--- src/rtl/ysyx_23060180_lsu_pkg.sv ---
// Shared size encodings, FSM state type and size helper for the load/store unit.
// Pure declarations: no logic, no latency.
package ysyx_23060180_pkg;

   localparam logic [1:0] SZ_B = 2'd0;
   localparam logic [1:0] SZ_H = 2'd1;
   localparam logic [1:0] SZ_W = 2'd2;
   localparam logic [1:0] SZ_D = 2'd3;

   typedef enum logic [2:0] {
      ST_IDLE  = 3'd0,
      ST_BEAT0 = 3'd1,
      ST_WAIT0 = 3'd2,
      ST_BEAT1 = 3'd3,
      ST_WAIT1 = 3'd4,
      ST_RESP  = 3'd5
   } lsu_state_e;

   function automatic logic [3:0] size_bytes(input logic [1:0] size);
      return 4'd1 << size;
   endfunction

endpackage

--- src/rtl/ysyx_23060180_lsu_if.sv ---
// Core-side and memory-side bundles of the load/store unit.
// Core side is valid/ready with an unthrottled response pulse; memory side is valid/ready plus rvalid ack.
interface ysyx_23060180_lsu_req_if #(
   parameter int XLEN   = 32,
   parameter int ADDR_W = 32
);
   logic              req_valid;
   logic              req_ready;
   logic              req_we;
   logic [1:0]        req_size;
   logic              req_unsigned;
   logic [ADDR_W-1:0] req_addr;
   logic [XLEN-1:0]   req_wdata;
   logic [4:0]        req_rd;
   logic              resp_valid;
   logic [4:0]        resp_rd;
   logic [XLEN-1:0]   resp_data;
   logic              resp_err;

   modport master (
      output req_valid, req_we, req_size, req_unsigned, req_addr, req_wdata, req_rd,
      input  req_ready, resp_valid, resp_rd, resp_data, resp_err
   );

   modport slave (
      input  req_valid, req_we, req_size, req_unsigned, req_addr, req_wdata, req_rd,
      output req_ready, resp_valid, resp_rd, resp_data, resp_err
   );
endinterface

interface ysyx_23060180_lsu_mem_if #(
   parameter int XLEN   = 32,
   parameter int ADDR_W = 32
);
   logic              mem_req_valid;
   logic              mem_req_ready;
   logic              mem_we;
   logic [ADDR_W-1:0] mem_addr;
   logic [XLEN-1:0]   mem_wdata;
   logic [XLEN/8-1:0] mem_wstrb;
   logic              mem_rvalid;
   logic [XLEN-1:0]   mem_rdata;

   modport master (
      output mem_req_valid, mem_we, mem_addr, mem_wdata, mem_wstrb,
      input  mem_req_ready, mem_rvalid, mem_rdata
   );

   modport slave (
      input  mem_req_valid, mem_we, mem_addr, mem_wdata, mem_wstrb,
      output mem_req_ready, mem_rvalid, mem_rdata
   );
endinterface

--- src/rtl/ysyx_23060180_lsu_align.sv ---
// Byte-lane alignment: store strobe/data shifting over two beats and load extraction/extension.
// Purely combinational, zero latency, no backpressure.
module ysyx_23060180_lsu_align
   import ysyx_23060180_pkg::*;
#(
   parameter int XLEN = 32
) (
   input  logic [$clog2(XLEN/8)-1:0] off_i,
   input  logic [1:0]                size_i,
   input  logic                      unsigned_i,
   input  logic [XLEN-1:0]           wdata_i,
   input  logic [XLEN-1:0]           beat0_i,
   input  logic [XLEN-1:0]           beat1_i,
   output logic [XLEN/8-1:0]         strb_lo_o,
   output logic [XLEN/8-1:0]         strb_hi_o,
   output logic [XLEN-1:0]           wdata_lo_o,
   output logic [XLEN-1:0]           wdata_hi_o,
   output logic [XLEN-1:0]           ldata_o
);
   localparam int NB = XLEN / 8;

   logic [2*NB-1:0]   mask;
   logic [2*NB-1:0]   strb_full;
   logic [2*XLEN-1:0] wfull;
   logic [2*XLEN-1:0] rfull;
   logic              sign;
   int                nbytes;

   always_comb begin
      nbytes = int'(size_bytes(size_i));
      mask   = '0;
      for (int i = 0; i < 2*NB; i++) begin
         mask[i] = (i < nbytes);
      end
      strb_full = mask << off_i;
      wfull     = {{XLEN{1'b0}}, wdata_i} << {off_i, 3'b000};
      rfull     = {beat1_i, beat0_i} >> {off_i, 3'b000};

      case (size_i)
         SZ_B:    sign = rfull[7];
         SZ_H:    sign = rfull[15];
         SZ_W:    sign = rfull[31];
         default: sign = rfull[63];
      endcase

      // Bits above the access width are filled with the sign (or zero for unsigned loads).
      ldata_o = '0;
      for (int i = 0; i < XLEN; i++) begin
         ldata_o[i] = (i < 8*nbytes) ? rfull[i] : (sign & ~unsigned_i);
      end
   end

   assign strb_lo_o  = strb_full[NB-1:0];
   assign strb_hi_o  = strb_full[2*NB-1:NB];
   assign wdata_lo_o = wfull[XLEN-1:0];
   assign wdata_hi_o = wfull[2*XLEN-1:XLEN];

endmodule

--- src/rtl/ysyx_23060180_lsu.sv ---
// Load/store unit: one access in flight, split into two bus beats when it crosses a lane boundary.
// Latency T+3 aligned, T+5 split, T+1 error; mem stalls add cycles; req_ready only in IDLE, resp has no backpressure.
module ysyx_23060180_lsu
   import ysyx_23060180_pkg::*;
#(
   parameter int XLEN           = 32,
   parameter int ADDR_W         = 32,
   parameter bit MISALIGN_SPLIT = 1'b1
) (
   input  logic                   clk,
   input  logic                   rst,
   ysyx_23060180_lsu_req_if.slave  core,
   ysyx_23060180_lsu_mem_if.master mem
);
   localparam int NB = XLEN / 8;
   localparam int OW = $clog2(NB);

   lsu_state_e        state_q, state_d;
   logic              we_q, we_d;
   logic [1:0]        size_q, size_d;
   logic              uns_q, uns_d;
   logic [ADDR_W-1:0] addr_q, addr_d;
   logic [XLEN-1:0]   wdata_q, wdata_d;
   logic [4:0]        rd_q, rd_d;
   logic              cross_q, cross_d;
   logic              err_q, err_d;
   logic [XLEN-1:0]   beat0_q, beat0_d;
   logic [XLEN-1:0]   beat1_q, beat1_d;

   logic [OW-1:0]     off_in;
   logic              cross_in;
   logic              illegal_in;
   logic              reject_in;
   logic [ADDR_W-1:0] addr_al;
   logic              in_beat0, in_beat1, in_resp;
   logic [NB-1:0]     strb_lo, strb_hi;
   logic [XLEN-1:0]   wdata_lo, wdata_hi, ldata;

   assign off_in     = core.req_addr[OW-1:0];
   assign cross_in   = (5'(off_in) + 5'(size_bytes(core.req_size))) > 5'(NB);
   assign illegal_in = (core.req_size == SZ_D) && (XLEN != 64);
   assign reject_in  = illegal_in || (cross_in && !MISALIGN_SPLIT);

   always_comb begin
      state_d = state_q;
      we_d    = we_q;
      size_d  = size_q;
      uns_d   = uns_q;
      addr_d  = addr_q;
      wdata_d = wdata_q;
      rd_d    = rd_q;
      cross_d = cross_q;
      err_d   = err_q;
      beat0_d = beat0_q;
      beat1_d = beat1_q;
      case (state_q)
         ST_IDLE: begin
            if (core.req_valid) begin
               we_d    = core.req_we;
               size_d  = core.req_size;
               uns_d   = core.req_unsigned;
               addr_d  = core.req_addr;
               wdata_d = core.req_we ? core.req_wdata : '0;
               rd_d    = core.req_rd;
               cross_d = cross_in;
               err_d   = reject_in;
               beat0_d = '0;
               beat1_d = '0;
               state_d = reject_in ? ST_RESP : ST_BEAT0;
            end
         end
         ST_BEAT0: if (mem.mem_req_ready) state_d = ST_WAIT0;
         ST_WAIT0: begin
            if (mem.mem_rvalid) begin
               beat0_d = mem.mem_rdata;
               state_d = cross_q ? ST_BEAT1 : ST_RESP;
            end
         end
         ST_BEAT1: if (mem.mem_req_ready) state_d = ST_WAIT1;
         ST_WAIT1: begin
            if (mem.mem_rvalid) begin
               beat1_d = mem.mem_rdata;
               state_d = ST_RESP;
            end
         end
         ST_RESP: state_d = ST_IDLE;
         default: state_d = ST_IDLE;
      endcase
   end

   always_ff @(posedge clk or posedge rst) begin
      if (rst) begin
         state_q <= ST_IDLE;
         we_q    <= 1'b0;
         size_q  <= '0;
         uns_q   <= 1'b0;
         addr_q  <= '0;
         wdata_q <= '0;
         rd_q    <= '0;
         cross_q <= 1'b0;
         err_q   <= 1'b0;
         beat0_q <= '0;
         beat1_q <= '0;
      end else begin
         state_q <= state_d;
         we_q    <= we_d;
         size_q  <= size_d;
         uns_q   <= uns_d;
         addr_q  <= addr_d;
         wdata_q <= wdata_d;
         rd_q    <= rd_d;
         cross_q <= cross_d;
         err_q   <= err_d;
         beat0_q <= beat0_d;
         beat1_q <= beat1_d;
      end
   end

   // Beat1 only contributes to load data when the access actually crossed lanes.
   ysyx_23060180_lsu_align #(.XLEN(XLEN)) u_align (
      .off_i      (addr_q[OW-1:0]),
      .size_i     (size_q),
      .unsigned_i (uns_q),
      .wdata_i    (wdata_q),
      .beat0_i    (beat0_q),
      .beat1_i    (cross_q ? beat1_q : '0),
      .strb_lo_o  (strb_lo),
      .strb_hi_o  (strb_hi),
      .wdata_lo_o (wdata_lo),
      .wdata_hi_o (wdata_hi),
      .ldata_o    (ldata)
   );

   assign in_beat0 = (state_q == ST_BEAT0);
   assign in_beat1 = (state_q == ST_BEAT1);
   assign in_resp  = (state_q == ST_RESP);
   assign addr_al  = addr_q & {{(ADDR_W-OW){1'b1}}, {OW{1'b0}}};

   assign core.req_ready = (state_q == ST_IDLE);

   assign mem.mem_req_valid = in_beat0 | in_beat1;
   assign mem.mem_we        = (in_beat0 | in_beat1) & we_q;
   assign mem.mem_addr      = in_beat0 ? addr_al :
                              in_beat1 ? addr_al + ADDR_W'(NB) : '0;
   assign mem.mem_wdata     = in_beat0 ? wdata_lo :
                              in_beat1 ? wdata_hi : '0;
   assign mem.mem_wstrb     = (in_beat0 && we_q) ? strb_lo :
                              (in_beat1 && we_q) ? strb_hi : '0;

   assign core.resp_valid = in_resp;
   assign core.resp_rd    = in_resp ? rd_q : '0;
   assign core.resp_err   = in_resp & err_q;
   assign core.resp_data  = (in_resp && !we_q && !err_q) ? ldata : '0;

endmodule

--- src/flat_wrapper.sv ---
// flat-port wrapper written by rule: the top's interface ports become plain ports
module ysyx_23060180_lsu_flat import ysyx_23060180_pkg::*;
#(
   parameter int XLEN           = 32,
   parameter int ADDR_W         = 32,
   parameter bit MISALIGN_SPLIT = 1'b1
)
  (clk, rst, core_req_valid, core_req_we, core_req_size, core_req_unsigned, core_req_addr, core_req_wdata, core_req_rd, core_req_ready, core_resp_valid, core_resp_rd, core_resp_data, core_resp_err, mem_mem_req_valid, mem_mem_we, mem_mem_addr, mem_mem_wdata, mem_mem_wstrb, mem_mem_req_ready, mem_mem_rvalid, mem_mem_rdata);
  ysyx_23060180_lsu_req_if #(.XLEN(XLEN), .ADDR_W(ADDR_W)) core_i ();
  ysyx_23060180_lsu_mem_if #(.XLEN(XLEN), .ADDR_W(ADDR_W)) mem_i ();
  input  logic clk;
  input  logic rst;
  input wire logic [$bits(core_i.req_valid)-1:0] core_req_valid;
  input wire logic [$bits(core_i.req_we)-1:0] core_req_we;
  input wire logic [$bits(core_i.req_size)-1:0] core_req_size;
  input wire logic [$bits(core_i.req_unsigned)-1:0] core_req_unsigned;
  input wire logic [$bits(core_i.req_addr)-1:0] core_req_addr;
  input wire logic [$bits(core_i.req_wdata)-1:0] core_req_wdata;
  input wire logic [$bits(core_i.req_rd)-1:0] core_req_rd;
  output wire logic [$bits(core_i.req_ready)-1:0] core_req_ready;
  output wire logic [$bits(core_i.resp_valid)-1:0] core_resp_valid;
  output wire logic [$bits(core_i.resp_rd)-1:0] core_resp_rd;
  output wire logic [$bits(core_i.resp_data)-1:0] core_resp_data;
  output wire logic [$bits(core_i.resp_err)-1:0] core_resp_err;
  output wire logic [$bits(mem_i.mem_req_valid)-1:0] mem_mem_req_valid;
  output wire logic [$bits(mem_i.mem_we)-1:0] mem_mem_we;
  output wire logic [$bits(mem_i.mem_addr)-1:0] mem_mem_addr;
  output wire logic [$bits(mem_i.mem_wdata)-1:0] mem_mem_wdata;
  output wire logic [$bits(mem_i.mem_wstrb)-1:0] mem_mem_wstrb;
  input wire logic [$bits(mem_i.mem_req_ready)-1:0] mem_mem_req_ready;
  input wire logic [$bits(mem_i.mem_rvalid)-1:0] mem_mem_rvalid;
  input wire logic [$bits(mem_i.mem_rdata)-1:0] mem_mem_rdata;
  assign core_i.req_valid = core_req_valid;
  assign core_i.req_we = core_req_we;
  assign core_i.req_size = core_req_size;
  assign core_i.req_unsigned = core_req_unsigned;
  assign core_i.req_addr = core_req_addr;
  assign core_i.req_wdata = core_req_wdata;
  assign core_i.req_rd = core_req_rd;
  assign core_req_ready = core_i.req_ready;
  assign core_resp_valid = core_i.resp_valid;
  assign core_resp_rd = core_i.resp_rd;
  assign core_resp_data = core_i.resp_data;
  assign core_resp_err = core_i.resp_err;
  assign mem_mem_req_valid = mem_i.mem_req_valid;
  assign mem_mem_we = mem_i.mem_we;
  assign mem_mem_addr = mem_i.mem_addr;
  assign mem_mem_wdata = mem_i.mem_wdata;
  assign mem_mem_wstrb = mem_i.mem_wstrb;
  assign mem_i.mem_req_ready = mem_mem_req_ready;
  assign mem_i.mem_rvalid = mem_mem_rvalid;
  assign mem_i.mem_rdata = mem_mem_rdata;
  ysyx_23060180_lsu #(.XLEN(XLEN), .ADDR_W(ADDR_W), .MISALIGN_SPLIT(MISALIGN_SPLIT)) u_core (.clk(clk), .rst(rst), .core(core_i), .mem(mem_i));
endmodule
--- config.mk ---
export PLATFORM = sky130hd
export DESIGN_NAME = ysyx_23060180_lsu_flat
export DESIGN_NICKNAME = d
export VERILOG_FILES = /design/src/rtl/ysyx_23060180_lsu_pkg.sv /design/src/rtl/ysyx_23060180_lsu_if.sv /design/src/rtl/ysyx_23060180_lsu_align.sv /design/src/rtl/ysyx_23060180_lsu.sv /design/src/flat_wrapper.sv
export SDC_FILE = /design/constraint.sdc
export NUM_CORES = 1
export LEC_CHECK = 0
export ABC_AREA = 1
export CAP_MARGIN = 5
export CORE_MARGIN = 4
export CORE_UTILIZATION = 47
export DETAILED_ROUTE_END_ITERATION = 10
export PLACE_DENSITY = 0.81
export SYNTH_ARGS = -nofsm -noshare
export SYNTH_HDL_FRONTEND = slang
export SYNTH_HIERARCHICAL = 1
export SYNTH_SLANG_ARGS = --single-unit
--- constraint.sdc ---
create_clock -name clk -period 5.1 [get_ports clk]
set_input_delay 1.02 -clock clk [delete_from_list [all_inputs] [get_ports clk]]
set_output_delay 1.02 -clock clk [all_outputs]
set_load 0.1 [all_outputs]
Word level (Yosys, flattened, before mapping)
Index checks and enable logic that the tools add are counted.
{"block": "totals", "input_bits": 110, "out_inout_bits": 110, "reg_bits": 142, "wordCells": 146}
{"block": "op_classes", "eq_ne": 13, "magnitude_cmp": 41, "addsub": 2, "shifts": 5, "n_mux": 55, "n_bitwise": 5, "reduce_logical": 14}
{"cell": "32-bit two-way mux", "count": 9}
{"cell": "32-bit one-hot mux with 2 select lines", "count": 2}
{"cell": "5-bit by 7-bit less-than comparator with 1-bit output, first input constant", "count": 16}
{"cell": "32-bit by 5-bit left shift with 64-bit output", "count": 1}
{"cell": "64-bit by 5-bit right shift with 64-bit output", "count": 1}
{"cell": "4-bit by 7-bit less-than comparator with 1-bit output, first input constant", "count": 8}
{"cell": "32-bit by 3-bit adder with 32-bit output, second input constant", "count": 1}
{"cell": "1-bit two-way mux", "count": 32}
{"cell": "3-bit by 7-bit less-than comparator with 1-bit output, first input constant", "count": 4}
{"cell": "3-bit two-way mux", "count": 7}
{"cell": "3-bit by 4-bit less-than comparator with 1-bit output, first input constant", "count": 4}
{"cell": "3-bit one-hot mux with 5 select lines", "count": 1}
{"cell": "1-bit by 7-bit less-than comparator with 1-bit output, first input constant", "count": 2}
{"cell": "2-bit by 7-bit less-than comparator with 1-bit output, first input constant", "count": 2}
{"cell": "2-bit inequality test, second input constant", "count": 5}
{"cell": "1-bit by 4-bit less-than comparator with 1-bit output, first input constant", "count": 2}
{"cell": "2-bit by 4-bit less-than comparator with 1-bit output, first input constant", "count": 2}
{"cell": "4-bit two-way mux", "count": 2}
{"cell": "1-bit by 2-bit left shift with 4-bit output, first input constant", "count": 2}
{"cell": "8-bit by 2-bit left shift with 8-bit output", "count": 1}
{"cell": "3-bit by 2-bit == test with 1-bit output, second input constant", "count": 2}
{"cell": "3-bit == test, second input constant", "count": 2}
{"cell": "3-bit AND reduction", "count": 2}
{"cell": "2-bit by 4-bit adder with 5-bit output", "count": 1}
{"cell": "other kinds (16)", "count": 24}

Longest topological paths before layout
{"block": "logic_depth", "word_depth": 6, "ltp_mapped": 15, "depth_no_buf": 12}

Hierarchy
Netlist, hierarchy kept.
{"module": "ysyx_23060180_lsu", "instances": 1, "area_each_um2": 7998.9, "cells_each": 1110, "seq_area_each_um2": 3553.4}
{"module": "ysyx_23060180_lsu_align", "instances": 1, "area_each_um2": 1854.3, "cells_each": 385, "seq_area_each_um2": 0.0}

Least setup slack after synthesis
OpenSTA, ideal clock, no wires.
{"block": "synth_timing", "kind": "register to output", "startpoint": "register u_core.state_q[0]", "endpoint": "output port core_resp_data[10]", "slack_ps": 896, "arrival_ps": 3184, "stages_incl_launch_ff": 6, "required_ps": 4080, "n_path_buf": 1, "path_cell_list": "dfrtp_1 > inv_4 > nor3_4 > nand3_2 > buf_6 > nor2_1"}
{"block": "synth_via", "elab_chain_len": 4}
{"item": "start: declaration", "line_no": "ysyx_23060180_lsu.sv:18", "rtl": "lsu_state_e state_q, state_d;"}
{"item": "start signal: assignment", "line_no": "ysyx_23060180_lsu.sv:105", "rtl": "state_q <= state_d;"}
{"item": "3-bit == test", "line_no": "ysyx_23060180_lsu.sv:136", "rtl": "assign in_resp = (state_q == ST_RESP);"}
{"item": "net core_resp_valid", "line_no": "flat_wrapper.sv:21", "rtl": "output wire logic [$bits(core_i.resp_valid)-1:0] core_resp_valid;"}
{"item": "1-bit logical AND (2 in a row)", "line_no": "ysyx_23060180_lsu.sv:153", "rtl": "assign core.resp_data = (in_resp && !we_q && !err_q) ? ldata : '0;"}
{"item": "32-bit two-way mux", "line_no": "ysyx_23060180_lsu.sv:153"}
{"item": "end: declaration", "line_no": "flat_wrapper.sv:23", "rtl": "output wire logic [$bits(core_i.resp_data)-1:0] core_resp_data;"}
The timed path passes the listed nets, and every way through them passes these cells.

Final worst setup path
{"block": "layout_timing", "startpoint": "register u_core.addr_q[0]", "endpoint": "output port core_resp_data[24]"}
{"block": "layout_via", "elab_chain_len": 5}
{"item": "start: declaration", "line_no": "ysyx_23060180_lsu.sv:22", "rtl": "logic [ADDR_W-1:0] addr_q, addr_d;"}
{"item": "start signal: assignment", "line_no": "ysyx_23060180_lsu.sv:109", "rtl": "addr_q <= addr_d;"}
{"item": "64-bit by 5-bit right shift with 64-bit output (*)", "line_no": "ysyx_23060180_lsu_align.sv:37", "rtl": "rfull = {beat1_i, beat0_i} >> {off_i, 3'b000};"}
{"item": "1-bit one-hot mux with 3 select lines", "line_no": "ysyx_23060180_lsu_align.sv:39", "rtl": "case (size_i)"}
{"item": "1-bit bitwise AND", "line_no": "ysyx_23060180_lsu_align.sv:49", "rtl": "ldata_o[i] = (i < 8*nbytes) ? rfull[i] : (sign & ~unsigned_i);"}
{"item": "1-bit two-way mux (*)", "line_no": "ysyx_23060180_lsu_align.sv:49"}
{"item": "net u_core.ldata[24]", "line_no": "ysyx_23060180_lsu.sv:37", "rtl": "logic [XLEN-1:0] wdata_lo, wdata_hi, ldata;"}
{"item": "32-bit two-way mux (*)", "line_no": "ysyx_23060180_lsu.sv:153"}
Mark *: on every way through the listed nets, which the timed path passes. The rest lies on a longest branch.

==> flow_summary.ini <==
[worst_setup_path]
crit_path_end_kind = output pin
critPathLaunchType = register
critPathKind = register to output pin
cp_cell_sequence = inv_2 -> nand2_1 -> o221ai_1 -> nand2_1 -> inv_1 -> nor2_1 -> buf_12
worst-path-max-fanout = 49
cp_slowest_cell = nand2_1
worstPathArrival_ns = 3.17
r2r_cells = 7
crit_top_cell = nand2_1
slowest_delay_ns = 0.83
critPathRequiredTime_ns = 4.08

[clock_tree]
cts_made_buffers = 17
post_cts_buffers = 0
cts_tree = yes
cts_sinks = 134
hold_buffers = 0
root_buffer = clkbuf_16
cts.reportedPaths.clkPinSlew_ns = 0.06
cts_buffer_depth = 2
cts_max_level = 4
ctsResizeCount = 0
clock_latency_ns = 0.42

[status]
outcome = finished, final reports clean

[power_and_ir_drop]
fin_total_pwr_mw = 8.23
leakagePower_nw = 6.08
vdd_drop_max_uv = 321
p_per_area_nw_per_um2 = 677

[timing]
finClkSkew_ns = 0.00731
finalCritPeriodShare = 0.822
max_freq_mhz = 238
rsz0062_at_grt = false
hold_viol = 0
min_period_ns = 4.19
relSlewSlack = 0.309
setup_violations = 0
fin_ws_ns = 0.906
holdWs_ns = 0.480
tightestPinTransition_ns = 1.03
tns_ns = 0
drv_slew = 0

[run]
max-cap-violations = 0

[placement]
place_area_um2 = 11600
place_ws_ns = 1.44
dpl.hpwl_mm = 22.6
numPortBuffers = 217
gp_congestion = 0.929

[global_routing]
grt_pass1_vias = 9773
antenna_found_initial = 1
grt_usage = 0.286
grt_max_degree = 102
grt_pass1_wl_mm = 51.5
gr-total-overflow = 0

[floorplanning]
die_area_um2 = 22500
die_w_um = 150
fp-row-count = 51
io_pins = 220
core_um2 = 19700
start_util = 0.482
die_y_um = 150

[drt]
first_pass_iters = 6
drcViolationCount = 0
drt_iter0_drc = 1321
via_count = 10417
finalWirelength_mm = 32.3
vias_per_cell = 5.56
wire_per_inst_um = 17.2
ant_nets = 0

[logic_synthesis]
yosys_warnings = 6
synthCells = 1447
syn_avg_cell_area_um2 = 6.55
syn_area_um2 = 9480

[worst_hold_path]
hp-class = register to register
hold_depth = 2

[layout]
drive_above_1_share = 0.104
finish.net_count = 1709
final_cell_area_um2 = 12200
area_growth_pct = 28.2
-- path summary, 6_finish.rpt --
| kind | from | to | slack (ns) |
|---|---|---|---|
| worst min-delay path | u_core/wdata_q[18] | u_core/wdata_q[18] | 0.48 |
| worst max register to register | u_core/state_q[1] | u_core/beat0_q[15] | 2.21 |
| max in group asynchronous | rst | u_core/wdata_q[25] | 3.02 |
| worst max-delay path | u_core/addr_q[0] | core_resp_data[24] | 0.91 |
| min in group asynchronous | rst | u_core/state_q[0] | 1.20 |
| worst min register to register | u_core/wdata_q[18] | u_core/wdata_q[18] | 0.48 |
-- state kept, by name, indices dropped and copies added (netlist names) --
register,flops
u_core/err_q,1
u_core/rd_q,5
u_core/wdata_q,32
u_core/addr_q,32
u_core/size_q,2
u_core/we_q,1
u_core/cross_q,1
u_core/beat1_q,24
u_core/beat0_q,32
u_core/uns_q,1
u_core/state_q,3
-- power breakdown --
| group | leakage, nW | total [mW] | switching [mW] | internal, mW |
|---|---|---|---|---|
| clock network | 0.284 | 1.26 | 0.498 | 0.764 |
| logic | 4.04 | 5.08 | 3.84 | 1.24 |
| registers | 1.76 | 1.89 | 0.422 | 1.47 |
-- critical path, delay by kind of cell, from the launching register on --
family / cells / cell delay [ns]
simple gates: 3 / 0.99
flops: 1 / 0.40
buf+inv: 3 / 0.84
compound gates: 1 / 0.50
-- routing by layer --
layer  share of wire  routed length (um)  track usage  vias to the layer above
met5               0                   0            0                        -
met4           0.031                1000        0.102                        0
met3            0.10                3280       0.0612                       85
met2            0.46               14900        0.456                      587
met1            0.41               13100        0.384                     4811
li1                -                   -            -                     4934
-- cells in the final DEF, fill, tap and decap left out, types with 12 or more instances in the layout --
| cell type | instances |
|---|---|
| nand3_1 | 212 |
| clkdlybuf4s50_1 | 119 |
| nor2_1 | 166 |
| a22o_1 | 33 |
| nand2_1 | 440 |
| o221ai_1 | 14 |
| buf_4 | 85 |
| dfrtp_1 | 133 |
| clkbuf_16 | 17 |
| mux2i_1 | 12 |
| o21ai_0 | 94 |
| buf_12 | 25 |
| a21oi_1 | 27 |
| inv_1 | 139 |
-- cell type report --
type | count | area (um^2)
clock buffer | 23 | 478
inverter | 147 | 559
sequential | 134 | 3350
fill | 1791 | 7490
timing repair buffer | 229 | 2330
antenna | 1 | 2.50
multi-input combinational | 1066 | 4990
tap | 265 | 332
clock inverter | 9 | 119
-- stage by stage --
step,cells,util
global placement,1841,0.588
floorplan,1455,-
detailed placement,1841,0.588
finish,1874,0.619
CTS,1873,0.619
global route,1874,0.619
(Power assumes the default switching activity.)
